===== config.mk =====
export PLATFORM = sky130hd
export DESIGN_NAME = sprite_update_scheduler_flat
export DESIGN_NICKNAME = d
export VERILOG_FILES = /design/src/rtl/sprite_update_scheduler_if.sv /design/src/rtl/sprite_update_scheduler.sv /design/src/flat_wrapper.sv
export SDC_FILE = /design/constraint.sdc
export NUM_CORES = 1
export LEC_CHECK = 0
export BUFFER_PORTS_ARGS = -buffer_cell sky130_fd_sc_hd__buf_2
export CAP_MARGIN = 20
export CORE_ASPECT_RATIO = 1.25
export CORE_MARGIN = 8
export CORE_UTILIZATION = 39
export DETAILED_ROUTE_END_ITERATION = 10
export GPL_TIMING_DRIVEN = 1
export PLACE_DENSITY = 0.58
export SETUP_SLACK_MARGIN = 0.5
export SLEW_MARGIN = 20
export SYNTH_ARGS = -nofsm -noshare
export SYNTH_HDL_FRONTEND = slang
export SYNTH_SLANG_ARGS = --single-unit
export TNS_END_PERCENT = 1

===== constraint.sdc =====
create_clock -name clk -period 6.7 [get_ports clk]
set_clock_uncertainty 0.05 [all_clocks]
set_input_delay 1.005 -clock clk [delete_from_list [all_inputs] [get_ports clk]]
set_output_delay 1.005 -clock clk [all_outputs]
set_load 0.1 [all_outputs]

===== src/rtl/sprite_update_scheduler_if.sv =====
// Host-side and datapath-side signal bundle for sprite_update_scheduler.
//   master: host register writes, VGA line count, datapath ready (driver side)
//   slave : the scheduler; drives the update beat and status outputs
//   chipselect/write/address/writedata : host register write port
//   vcount                             : current VGA line
//   upd_valid/upd_ready/upd_addr/upd_data : update beat handshake
//   busy/overrun/frame_tick/anim_state : status outputs
interface sprite_update_scheduler_if #(
  parameter int unsigned ADDR_W = 9
) ();
  logic              chipselect;
  logic              write;
  logic [ADDR_W-1:0] address;
  logic [7:0]        writedata;
  logic [9:0]        vcount;
  logic              upd_valid;
  logic              upd_ready;
  logic [ADDR_W-1:0] upd_addr;
  logic [7:0]        upd_data;
  logic              busy;
  logic              overrun;
  logic              frame_tick;
  logic [1:0]        anim_state;

  modport master (
    output chipselect, write, address, writedata, vcount, upd_ready,
    input  upd_valid, upd_addr, upd_data, busy, overrun, frame_tick, anim_state
  );

  modport slave (
    input  chipselect, write, address, writedata, vcount, upd_ready,
    output upd_valid, upd_addr, upd_data, busy, overrun, frame_tick, anim_state
  );
endinterface


===== src/rtl/sprite_update_scheduler.sv =====
// Shadow register file between the host and the sprite/score datapath.
// Host writes land in shadow registers and mark entries dirty; dirty entries
// are pushed to the datapath one per cycle during vertical blank only, so
// sprites never tear mid-frame. Also produces the per-frame tick and the
// dino walk-animation state.
// Ports:
//   clk   : system clock
//   reset : asynchronous, active-high
//   bus   : sprite_update_scheduler_if.slave (host write port, vcount,
//           update beat valid/ready/addr/data, busy, overrun, frame_tick,
//           anim_state)
// Build option: define SPRITE_SCHED_ANIM_EN to enable the walk-animation
// counter (ANIM_FRAMES / ANIM_STATES parameters); otherwise anim_state is 0.
module sprite_update_scheduler #(
  parameter int unsigned NREGS       = 16,
  parameter int unsigned ADDR_W      = 9,
  parameter int unsigned VACTIVE     = 480
`ifdef SPRITE_SCHED_ANIM_EN
  ,
  parameter int unsigned ANIM_FRAMES = 6,
  parameter int unsigned ANIM_STATES = 3
`endif
) (
  input logic                      clk,
  input logic                      reset,
  sprite_update_scheduler_if.slave bus
);
  localparam int unsigned IDX_W = (NREGS > 1) ? $clog2(NREGS) : 1;
  localparam int unsigned VC_W  = 10;
  localparam int unsigned D_W   = 8;

  typedef enum logic {ST_IDLE, ST_SCAN} state_t;

  state_t                      state_q, state_d;
  logic [IDX_W-1:0]            idx_q, idx_d;
  logic [NREGS-1:0]            dirty_q, dirty_d;
  logic [NREGS-1:0][D_W-1:0]   shadow_q, shadow_d;
  logic [VC_W-1:0]             vcount_q;
  logic                        abort_q, abort_d;
  logic                        overrun_q, overrun_d;
  logic                        upd_valid_q, upd_valid_d;
  logic [ADDR_W-1:0]           upd_addr_q, upd_addr_d;
  logic [D_W-1:0]              upd_data_q, upd_data_d;
  logic                        busy_q, busy_d;
  logic                        frame_tick_q;

  logic             wr_reg_c;
  logic             wr_ovr_clr_c;
  logic [IDX_W-1:0] waddr_c;
  logic             vblank_start_c;
  logic             line0_c;
  logic             accept_c;
  logic             load_c;

  // Host decode, blanking edge detect and handshake
  always_comb begin
    wr_reg_c       = bus.chipselect && bus.write && (bus.address < ADDR_W'(NREGS));
    wr_ovr_clr_c   = bus.chipselect && bus.write && (bus.address == ADDR_W'(NREGS));
    waddr_c        = bus.address[IDX_W-1:0];
    vblank_start_c = (bus.vcount == VC_W'(VACTIVE)) && (vcount_q != VC_W'(VACTIVE));
    line0_c        = (bus.vcount == '0);
    accept_c       = upd_valid_q && bus.upd_ready;
  end

  // Shadow/dirty update, scan sequencing and next beat registers
  always_comb begin
    state_d    = state_q;
    idx_d      = idx_q;
    dirty_d    = dirty_q;
    shadow_d   = shadow_q;
    abort_d    = abort_q;
    overrun_d  = overrun_q;
    upd_valid_d = upd_valid_q;
    upd_addr_d  = upd_addr_q;
    upd_data_d  = upd_data_q;
    load_c     = 1'b0;

    // A host write landing on the entry being accepted re-dirties it, so
    // the set is applied after the clear.
    if (accept_c) begin
      dirty_d[idx_q] = 1'b0;
    end
    if (wr_reg_c) begin
      shadow_d[waddr_c] = bus.writedata;
      dirty_d[waddr_c]  = 1'b1;
    end
    if (wr_ovr_clr_c) begin
      overrun_d = 1'b0;
    end

    unique case (state_q)
      ST_IDLE: begin
        if (vblank_start_c && (|dirty_q)) begin
          state_d = ST_SCAN;
          idx_d   = '0;
          abort_d = 1'b0;
          load_c  = 1'b1;
        end
      end
      ST_SCAN: begin
        if (line0_c) begin
          abort_d   = 1'b1;
          overrun_d = 1'b1;
        end
        // Entry boundary: current entry was clean or its beat was taken
        if (!upd_valid_q || accept_c) begin
          if ((idx_q == IDX_W'(NREGS - 1)) || abort_q || line0_c) begin
            state_d = ST_IDLE;
            abort_d = 1'b0;
          end else begin
            idx_d  = idx_q + IDX_W'(1);
            load_c = 1'b1;
          end
        end
      end
      default: state_d = ST_IDLE;
    endcase

    // Beat registers reload only on a new entry, so a stalled beat keeps its
    // data even if the host rewrites that entry meanwhile.
    if (load_c) begin
      upd_valid_d = dirty_d[idx_d];
      upd_addr_d  = ADDR_W'(idx_d);
      upd_data_d  = shadow_d[idx_d];
    end else if (state_d == ST_IDLE) begin
      upd_valid_d = 1'b0;
      upd_addr_d  = '0;
      upd_data_d  = '0;
    end

    busy_d = (state_d == ST_SCAN);
  end

  // State and output registers
  always_ff @(posedge clk or posedge reset) begin
    if (reset) begin
      state_q      <= ST_IDLE;
      idx_q        <= '0;
      dirty_q      <= '0;
      shadow_q     <= '0;
      vcount_q     <= '0;
      abort_q      <= 1'b0;
      overrun_q    <= 1'b0;
      upd_valid_q  <= 1'b0;
      upd_addr_q   <= '0;
      upd_data_q   <= '0;
      busy_q       <= 1'b0;
      frame_tick_q <= 1'b0;
    end else begin
      state_q      <= state_d;
      idx_q        <= idx_d;
      dirty_q      <= dirty_d;
      shadow_q     <= shadow_d;
      vcount_q     <= bus.vcount;
      abort_q      <= abort_d;
      overrun_q    <= overrun_d;
      upd_valid_q  <= upd_valid_d;
      upd_addr_q   <= upd_addr_d;
      upd_data_q   <= upd_data_d;
      busy_q       <= busy_d;
      frame_tick_q <= vblank_start_c;
    end
  end

  assign bus.upd_valid  = upd_valid_q;
  assign bus.upd_addr   = upd_addr_q;
  assign bus.upd_data   = upd_data_q;
  assign bus.busy       = busy_q;
  assign bus.overrun    = overrun_q;
  assign bus.frame_tick = frame_tick_q;

`ifdef SPRITE_SCHED_ANIM_EN
  localparam int unsigned FC_W = (ANIM_FRAMES > 1) ? $clog2(ANIM_FRAMES) : 1;

  logic [FC_W-1:0] frame_cnt_q, frame_cnt_d;
  logic [1:0]      anim_q, anim_d;

  // Walk animation: advance one state every ANIM_FRAMES frame ticks
  always_comb begin
    frame_cnt_d = frame_cnt_q;
    anim_d      = anim_q;
    if (frame_tick_q) begin
      if (frame_cnt_q == FC_W'(ANIM_FRAMES - 1)) begin
        frame_cnt_d = '0;
        anim_d      = (anim_q == 2'(ANIM_STATES - 1)) ? 2'd0 : anim_q + 2'd1;
      end else begin
        frame_cnt_d = frame_cnt_q + FC_W'(1);
      end
    end
  end

  always_ff @(posedge clk or posedge reset) begin
    if (reset) begin
      frame_cnt_q <= '0;
      anim_q      <= '0;
    end else begin
      frame_cnt_q <= frame_cnt_d;
      anim_q      <= anim_d;
    end
  end

  assign bus.anim_state = anim_q;
`else
  assign bus.anim_state = 2'd0;
`endif
endmodule


===== src/flat_wrapper.sv =====
// flat-port wrapper written by rule: the top's interface ports become plain ports
module sprite_update_scheduler_flat 
#(
  parameter int unsigned NREGS       = 16,
  parameter int unsigned ADDR_W      = 9,
  parameter int unsigned VACTIVE     = 480

)
  (clk, reset, bus_chipselect, bus_write, bus_address, bus_writedata, bus_vcount, bus_upd_ready, bus_upd_valid, bus_upd_addr, bus_upd_data, bus_busy, bus_overrun, bus_frame_tick, bus_anim_state);
  sprite_update_scheduler_if #(.ADDR_W(ADDR_W)) bus_i ();
  input logic clk;
  input logic reset;
  input wire logic [$bits(bus_i.chipselect)-1:0] bus_chipselect;
  input wire logic [$bits(bus_i.write)-1:0] bus_write;
  input wire logic [$bits(bus_i.address)-1:0] bus_address;
  input wire logic [$bits(bus_i.writedata)-1:0] bus_writedata;
  input wire logic [$bits(bus_i.vcount)-1:0] bus_vcount;
  input wire logic [$bits(bus_i.upd_ready)-1:0] bus_upd_ready;
  output wire logic [$bits(bus_i.upd_valid)-1:0] bus_upd_valid;
  output wire logic [$bits(bus_i.upd_addr)-1:0] bus_upd_addr;
  output wire logic [$bits(bus_i.upd_data)-1:0] bus_upd_data;
  output wire logic [$bits(bus_i.busy)-1:0] bus_busy;
  output wire logic [$bits(bus_i.overrun)-1:0] bus_overrun;
  output wire logic [$bits(bus_i.frame_tick)-1:0] bus_frame_tick;
  output wire logic [$bits(bus_i.anim_state)-1:0] bus_anim_state;
  assign bus_i.chipselect = bus_chipselect;
  assign bus_i.write = bus_write;
  assign bus_i.address = bus_address;
  assign bus_i.writedata = bus_writedata;
  assign bus_i.vcount = bus_vcount;
  assign bus_i.upd_ready = bus_upd_ready;
  assign bus_upd_valid = bus_i.upd_valid;
  assign bus_upd_addr = bus_i.upd_addr;
  assign bus_upd_data = bus_i.upd_data;
  assign bus_busy = bus_i.busy;
  assign bus_overrun = bus_i.overrun;
  assign bus_frame_tick = bus_i.frame_tick;
  assign bus_anim_state = bus_i.anim_state;
  sprite_update_scheduler #(.NREGS(NREGS), .ADDR_W(ADDR_W), .VACTIVE(VACTIVE)) u_core (.clk(clk), .reset(reset), .bus(bus_i));
endmodule

==> run metrics, run 1 <==
Post-DRT Antenna Nets 0; HP Class reg2reg; GRT Residual Overflow 0; Async SR Flop Fraction 100%; share of cells above drive strength 1 25.8%; unrepaired setup endpoints after global routing no; Post-CTS Setup Inserts 0; DRT Wirelength 23.2 mm; Core Rows 60; Clk pin slew, worst setup/hold paths 0.07 ns; Pwr Total 2.44 mW; dpl ws 1.77 ns; vias in the first global route 6,360; max frequency 222 MHz; final setup violation count 0; Vias/cell 5.59; Tmin final 4.51 ns; Cell Area, Synth 8430 µm²; Cell variety after synth 61; DR vias 6,044; initial antenna violation count 0; I/O pins 55; Total Routing Usage GR 17.9%; Num Clock Sinks 175; largest net degree at the start of global routing 70; Die ar. 26,600 µm²; DP HPWL 15.3 mm; core box area 21,400 µm²; top_reg_cell synth dfrtp_1; TNS Setup 0 ns; Syn Area/Cell 11.2 µm²; first-pass GRT wire length 36.8 mm; Die W 147 µm; Worst-Skew Late Latency 0.44 ns; Tcrit/Tclk final 67.3%; Hold Vio Cnt, Final 0; EDFF count, synth 0; Placed Cells 1,050; Slew HR 26.1%; final antenna diode count 0; CP Data Required Time 6.96 ns; Final Core Density 44.2%; total CTS buffers 17; Worst VDD drop 189 µV; CP top delay family simple AND/OR/NAND/NOR gates; max cap viols 0; fin worst setup slack 2.19 ns; Slew @ Worst Pin 1.11 ns; Slowest-stage cell, CP buf_4; crit path buf inv count 2; status finished, final reports clean; Cell Pwr Density 258 nW/µm²; IO buf count 47; worst path cell trace buf_2 -> or4_4 -> or3_4 -> or4_1 -> a21oi_4 -> buf_4 -> mux2_2 -> a22oi_1 -> o41ai_1 -> or3_1; cell count after synthesis 751; critical path class in2reg; register area share after synthesis 52.0%; Critical Path Fanout Max 55; # fillers 2,022; # DRC 0; initial DRC count 414; clock buffer depth 2; Pleak 4.60 nW; CTS resizes 0; slowest stage delay, CP 0.69 ns; crit start category input pin; Setup crit start bus_vcount[1]; TritonCTS clock tree yes; CP endpoint kind register; Final #Nets 826; Initial Util 39.4%; GP Congestion 0.851; Die Height 180 µm; wire per inst 21.4 µm; Slew Limit Fails 0; synth warn 0; Hold Crit Start u_core.shadow_q[6]; htree depth 4; root buf cell clkbuf_16; Critical Path AT 4.77 ns; Area growth syn-to-layout 12.3%; drt pass-1 iters 5; reg2reg start u_core.idx_q[0]; flops & latches, synth 175; final cell count without fillers 1,082; Hold Buf Count CTS 0
## per-stage QoR
stage,cell area [µm²],hold slack [ns]
2_1_floorplan,8450,0.382
3_3_place_gp,8860,0.398
3_5_place_dp,8860,0.402
4_1_cts,9460,0.420
5_1_grt,9460,0.433
6_report,9460,0.421
## worst min-delay path, cell delays in order, from the launching register on
cell	delay, ns
dfrtp_1	0.33
nand2_1	0.06
nand2_1	0.05
## final timing paths
kind / slack [ns] / endpoint / cells past startpoint
hold reg to reg: 0.42 / u_core.shadow_q[6] / 2
setup / recovery: 2.19 / u_core.bus.upd_valid / 10
setup reg to reg: 2.76 / u_core.bus.upd_data[1] / 11
max in group asynchronous: 4.79 / u_core.shadow_q[91] / 3
hold / removal: 0.42 / u_core.shadow_q[6] / 2
min in group asynchronous: 0.61 / u_core.dirty_q[6] / 2
## Yosys cell counts, types with 4 or more instances
| cell | count | share of area [%] |
|---|---|---|
| mux2i_1 | 33 | 3.9 |
| nor2_1 | 53 | 2.4 |
| a21o_1 | 7 | 0.62 |
| or3_1 | 9 | 0.67 |
| nor2b_1 | 4 | 0.30 |
| nand3_1 | 17 | 1.0 |
| ha_1 | 4 | 0.59 |
| mux2_2 | 105 | 14 |
| inv_1 | 8 | 0.36 |
| a21oi_1 | 20 | 1.2 |
| o31ai_1 | 4 | 0.36 |
| and4_1 | 4 | 0.42 |
| buf_6 | 8 | 1.1 |
| o211ai_1 | 21 | 1.9 |
| dfrtp_1 | 175 | 52 |
| mux2_1 | 11 | 1.5 |
| nand4_1 | 6 | 0.45 |
| buf_4 | 7 | 0.62 |
| nand2b_1 | 26 | 1.9 |
| nand2_1 | 80 | 3.6 |
| o21ai_0 | 35 | 2.1 |
| o311ai_1 | 6 | 0.62 |
| nor4_1 | 8 | 0.59 |
| or4_1 | 10 | 0.89 |
| clkbuf_1 | 23 | 1.0 |
| buf_2 | 5 | 0.30 |
| nor3_1 | 11 | 0.65 |
| or2_2 | 4 | 0.30 |
## layer usage
metal | up-vias | global-route usage (%) | share of wire (%)
li1 | 2786 | - | -
met3 | 52 | 3.34 | 3.7
met4 | 0 | 7.60 | 3.3
met1 | 3047 | 22.2 | 44
met2 | 159 | 29.8 | 49
met5 | - | 0 | 0
## cell families (layout without fill, tap and decap cells)
kind of cell / count (synthesis) / count (layout) / share of synthesized area (%)
xor+xnor: 1 / 1 / 0.104
flops: 175 / 175 / 52.0
simple gates: 245 / 245 / 14.5
buf+inv: 53 / 99 / 3.46
mux: 149 / 149 / 19.4
compound gates: 123 / 123 / 9.89
other cells: 1 / 7 / 0.0445
fa+ha+maj: 4 / 4 / 0.594
## sequential cells by signal (all words and copies together) (netlist names)
| name | cells |
|---|---|
| u_core.shadow_q | 128 |
| u_core.dirty_q | 16 |
| u_core.vcount_q | 10 |
| u_core.bus.upd_data | 8 |
| u_core.bus.upd_addr | 4 |
| u_core.idx_q | 4 |
| u_core.abort_q | 1 |
| u_core.bus.frame_tick | 1 |
| u_core.bus.overrun | 1 |
| u_core.bus.upd_valid | 1 |
| u_core.state_q | 1 |
## area by class of cell
cell class	count	area (µm²)	area share (%)
Sequential cell	175	4380	46.3
Multi-Input combinational cell	529	3780	40.0
Clock buffer	17	425	4.50
Tap cell	279	349	3.69
Timing Repair Buffer	57	310	3.28
Clock inverter	15	174	1.84
Inverter	10	42.5	0.450
## cell usage in the layout (no fill, tap or decap), types with 3 or more instances in the layout
cell / instances
conb_1: 7
o21ai_0: 35
o31a_1: 3
nor3_1: 11
o311ai_1: 6
and4_1: 4
or2_2: 4
or4_1: 10
a21oi_1: 20
mux2_2: 105
o21ai_1: 3
nor2_1: 52
ha_1: 4
inv_6: 7
nand2b_1: 26
mux2i_1: 33
a21o_1: 7
o31ai_1: 4
inv_1: 7
a211oi_1: 3
dfrtp_1: 175
nand4_1: 6
nand3_1: 17
o211ai_1: 21
buf_4: 10
mux2_1: 11
nand2_1: 80
and2_1: 3
nor4_1: 8
clkinvlp_4: 4
nor2b_1: 4
buf_2: 47
o22ai_1: 3
or3_1: 9
clkbuf_16: 17
## power by group
part	total (mW)	switching [mW]	internal, mW
combinational	0.337	0.239	0.0983
sequential	1.09	0.0136	1.08
clock	1.02	0.456	0.562
(Power assumes the default switching activity.)
==> run 2, diff against run 1 <==
==> constraint.sdc (replaced) <==
create_clock -name clk -period 4.6 [get_ports clk]
set_clock_uncertainty 0.05 [all_clocks]
set_input_delay 0.69 -clock clk [delete_from_list [all_inputs] [get_ports clk]]
set_output_delay 0.69 -clock clk [all_outputs]
set_load 0.1 [all_outputs]
==> run metrics, run 2 (synthesized netlist as in run 1, its figures left out) <==
max cap viols 0 (unchanged); Initial Util 39.4% (unchanged); Total Routing Usage GR 18.0% (+0.086 points); Cell Pwr Density 373 nW/µm² (+44%); Top reg by flops u_core.shadow_q; slowest stage delay, CP 0.67 ns (-0.02 ns); max reg flops 128 (unchanged); Reg2Reg Depth 10 (-1); Tmin final 3.73 ns; Num Clock Sinks 175 (unchanged); Die Height 180 µm (unchanged); vias in the first global route 6,327 (-0.52%); Area growth syn-to-layout 13.6%; largest net degree at the start of global routing 149 (+110%); Worst-Skew Late Latency 0.44 ns (about the same); Slowest-stage cell, CP or4_1; drt pass-1 iters 5 (unchanged); Tcrit/Tclk final 81.1%; DP HPWL 15.6 mm (+1.9%); Placed Area 8980 µm² (+1.3%); switch share 28.5% (-0.49 points); final instance area 9570 µm² (+1.2%); Post-DRT Antenna Nets 0 (unchanged); Core Rows 60 (unchanged); Post-CTS Setup Inserts 0 (unchanged); reg2reg end u_core.bus.upd_data[1]; CP Data Required Time 4.87 ns (-2.09 ns); biggest regs u_core.shadow_q (128), u_core.dirty_q (16), u_core.vcount_q (10); Final #Nets 836 (+1.2%); reg2reg start u_core.vcount_q[1]; CP endpoint kind register; total CTS buffers 17 (unchanged); Final Core Density 44.7% (+0.51 points); Slew Limit Fails 0 (unchanged); CTS resizes 0 (unchanged); TritonCTS clock tree yes; root buf cell clkbuf_16; share of cells above drive strength 1 26.7% (+0.91 points); Vias/cell 5.53 (-0.92%); hold_ws 0.284 ns (-0.137 ns); initial DRC count 441 (+6.5%); Hold Vio Cnt, Final 0 (unchanged); # DRC 0 (unchanged); Slew @ Worst Pin 0.874 ns (-0.231 ns); HP Class in2async; first-pass GRT wire length 36.9 mm (+0.30%); unrepaired setup endpoints after global routing no; final setup violation count 0 (unchanged); FF-to-FF setup slack 1.02 ns (-1.74 ns); Slew HR 40.9% (+15 points); htree depth 4 (unchanged); Critical Path Fanout Max 35 (-36%); Flop pwr share 44.5% (about the same); Clk pwr share 41.2% (-0.4 points); DRT Wirelength 23.3 mm (+0.43%); final antenna diode count 0 (unchanged); GP Congestion 0.836 (-1.7%); Worst VDD drop 281 µV (+48%); Clk pin slew, worst setup/hold paths 0.07 ns (about the same); Power Internal 2.55 mW (+47%); core box area 21,400 µm² (unchanged); Hold Buf Count CTS 0 (unchanged); Critical Path AT 4.00 ns (-0.77 ns); I/O pins 55 (unchanged); commonest non-fill, non-tap cell in the layout dfrtp_1; # fillers 2,050 (+1.4%); crit start category input pin; P_sw 1.02 mW (+44%); critical path class in2reg; final cell count without fillers 1,092 (+0.92%); clock buffer depth 2 (unchanged); Die ar. 26,600 µm² (unchanged); max frequency 268 MHz; DR vias 6,044 (unchanged); IO buf count 47 (unchanged); wire per inst 21.3 µm (-0.49%); GRT Residual Overflow 0 (unchanged); worst path cell trace buf_2 -> or4_4 -> or3_4 -> or4_1 -> a21oi_4 -> buf_12 -> mux2_2 -> a22oi_1 -> o41ai_1 -> or3_1; initial antenna violation count 0 (unchanged); Pleak 4.66 nW (+1.3%); Placed Cells 1,060 (+0.95%); most frequent cells in the layout 175 x dfrtp_1, 105 x mux2_2, 80 x nand2_1; Comb power frac 14.3% (+0.5 points); Setup crit start bus_vcount[1]; status finished, final reports clean; TNS Setup 0 ns (unchanged); Die W 147 µm (unchanged)
-- run 2: changes by cell type in the layout (fill, tap and decap cells not counted), moves of 2 or more --
cell	change
clkinv_4	+2
buf_12	+3
inv_6	-4
buf_4	+7
clkinv_2	+2
-- run 2: power by group through the flow --
stage	Combinational [mW]	Clock [mW]	Sequential [mW]
6_report	0.512	1.47	1.59
5_1_grt	0.566	1.55	1.59
4_1_cts	0.514	1.49	1.59
3_5_place_dp	0.513	0	1.62
3_3_place_gp	0.511	0	1.62
2_1_floorplan	0.391	0	1.62
-- run 2: routing by layer --
layer | vias to the layer above | part of all wire (%) | GRT usage [%]
met5 | - | 0 | 0
met3 | 48 | 4.7 | 3.44
met1 | 3008 | 43 | 22.6
met4 | 0 | 4.1 | 9.28
met2 | 189 | 48 | 28.8
li1 | 2799 | - | -
-- run 2: layout make-up --
class	count	area, µm²	area share, %
Clock buffer	18	439	4.59
Clock inverter	14	156	1.63
Inverter	10	41.3	0.431
Multi-Input combinational cell	529	3780	39.5
Sequential cell	175	4380	45.7
Tap cell	279	349	3.65
Timing Repair Buffer	67	423	4.42
-- run 2: critical path, delay by kind of cell --
| family | cells | cell delay [ns] |
|---|---|---|
| compound gates | 3 | 0.56 |
| mux | 1 | 0.36 |
| simple gates | 4 | 2.00 |
| buf+inv | 2 | 0.38 |
-- run 2: how the worst max path moves through the flow --
stage / to / slack, ns
global placement: u_core.bus.upd_valid / 0.45
CTS: u_core.bus.upd_valid / 0.88
finish: u_core.bus.upd_valid / 0.87
floorplan: u_core.bus.upd_valid / 0.73
global route: u_core.bus.upd_valid / 0.75
detailed placement: u_core.bus.upd_valid / 0.41
-- run 2: per-stage QoR --
step / worst slack, ns / power [mW]
floorplan: 0.731 / 2.01
CTS: 0.878 / 3.60
detailed placement: 0.414 / 2.13
global placement: 0.449 / 2.13
global route: 0.747 / 3.71
finish: 0.867 / 3.57
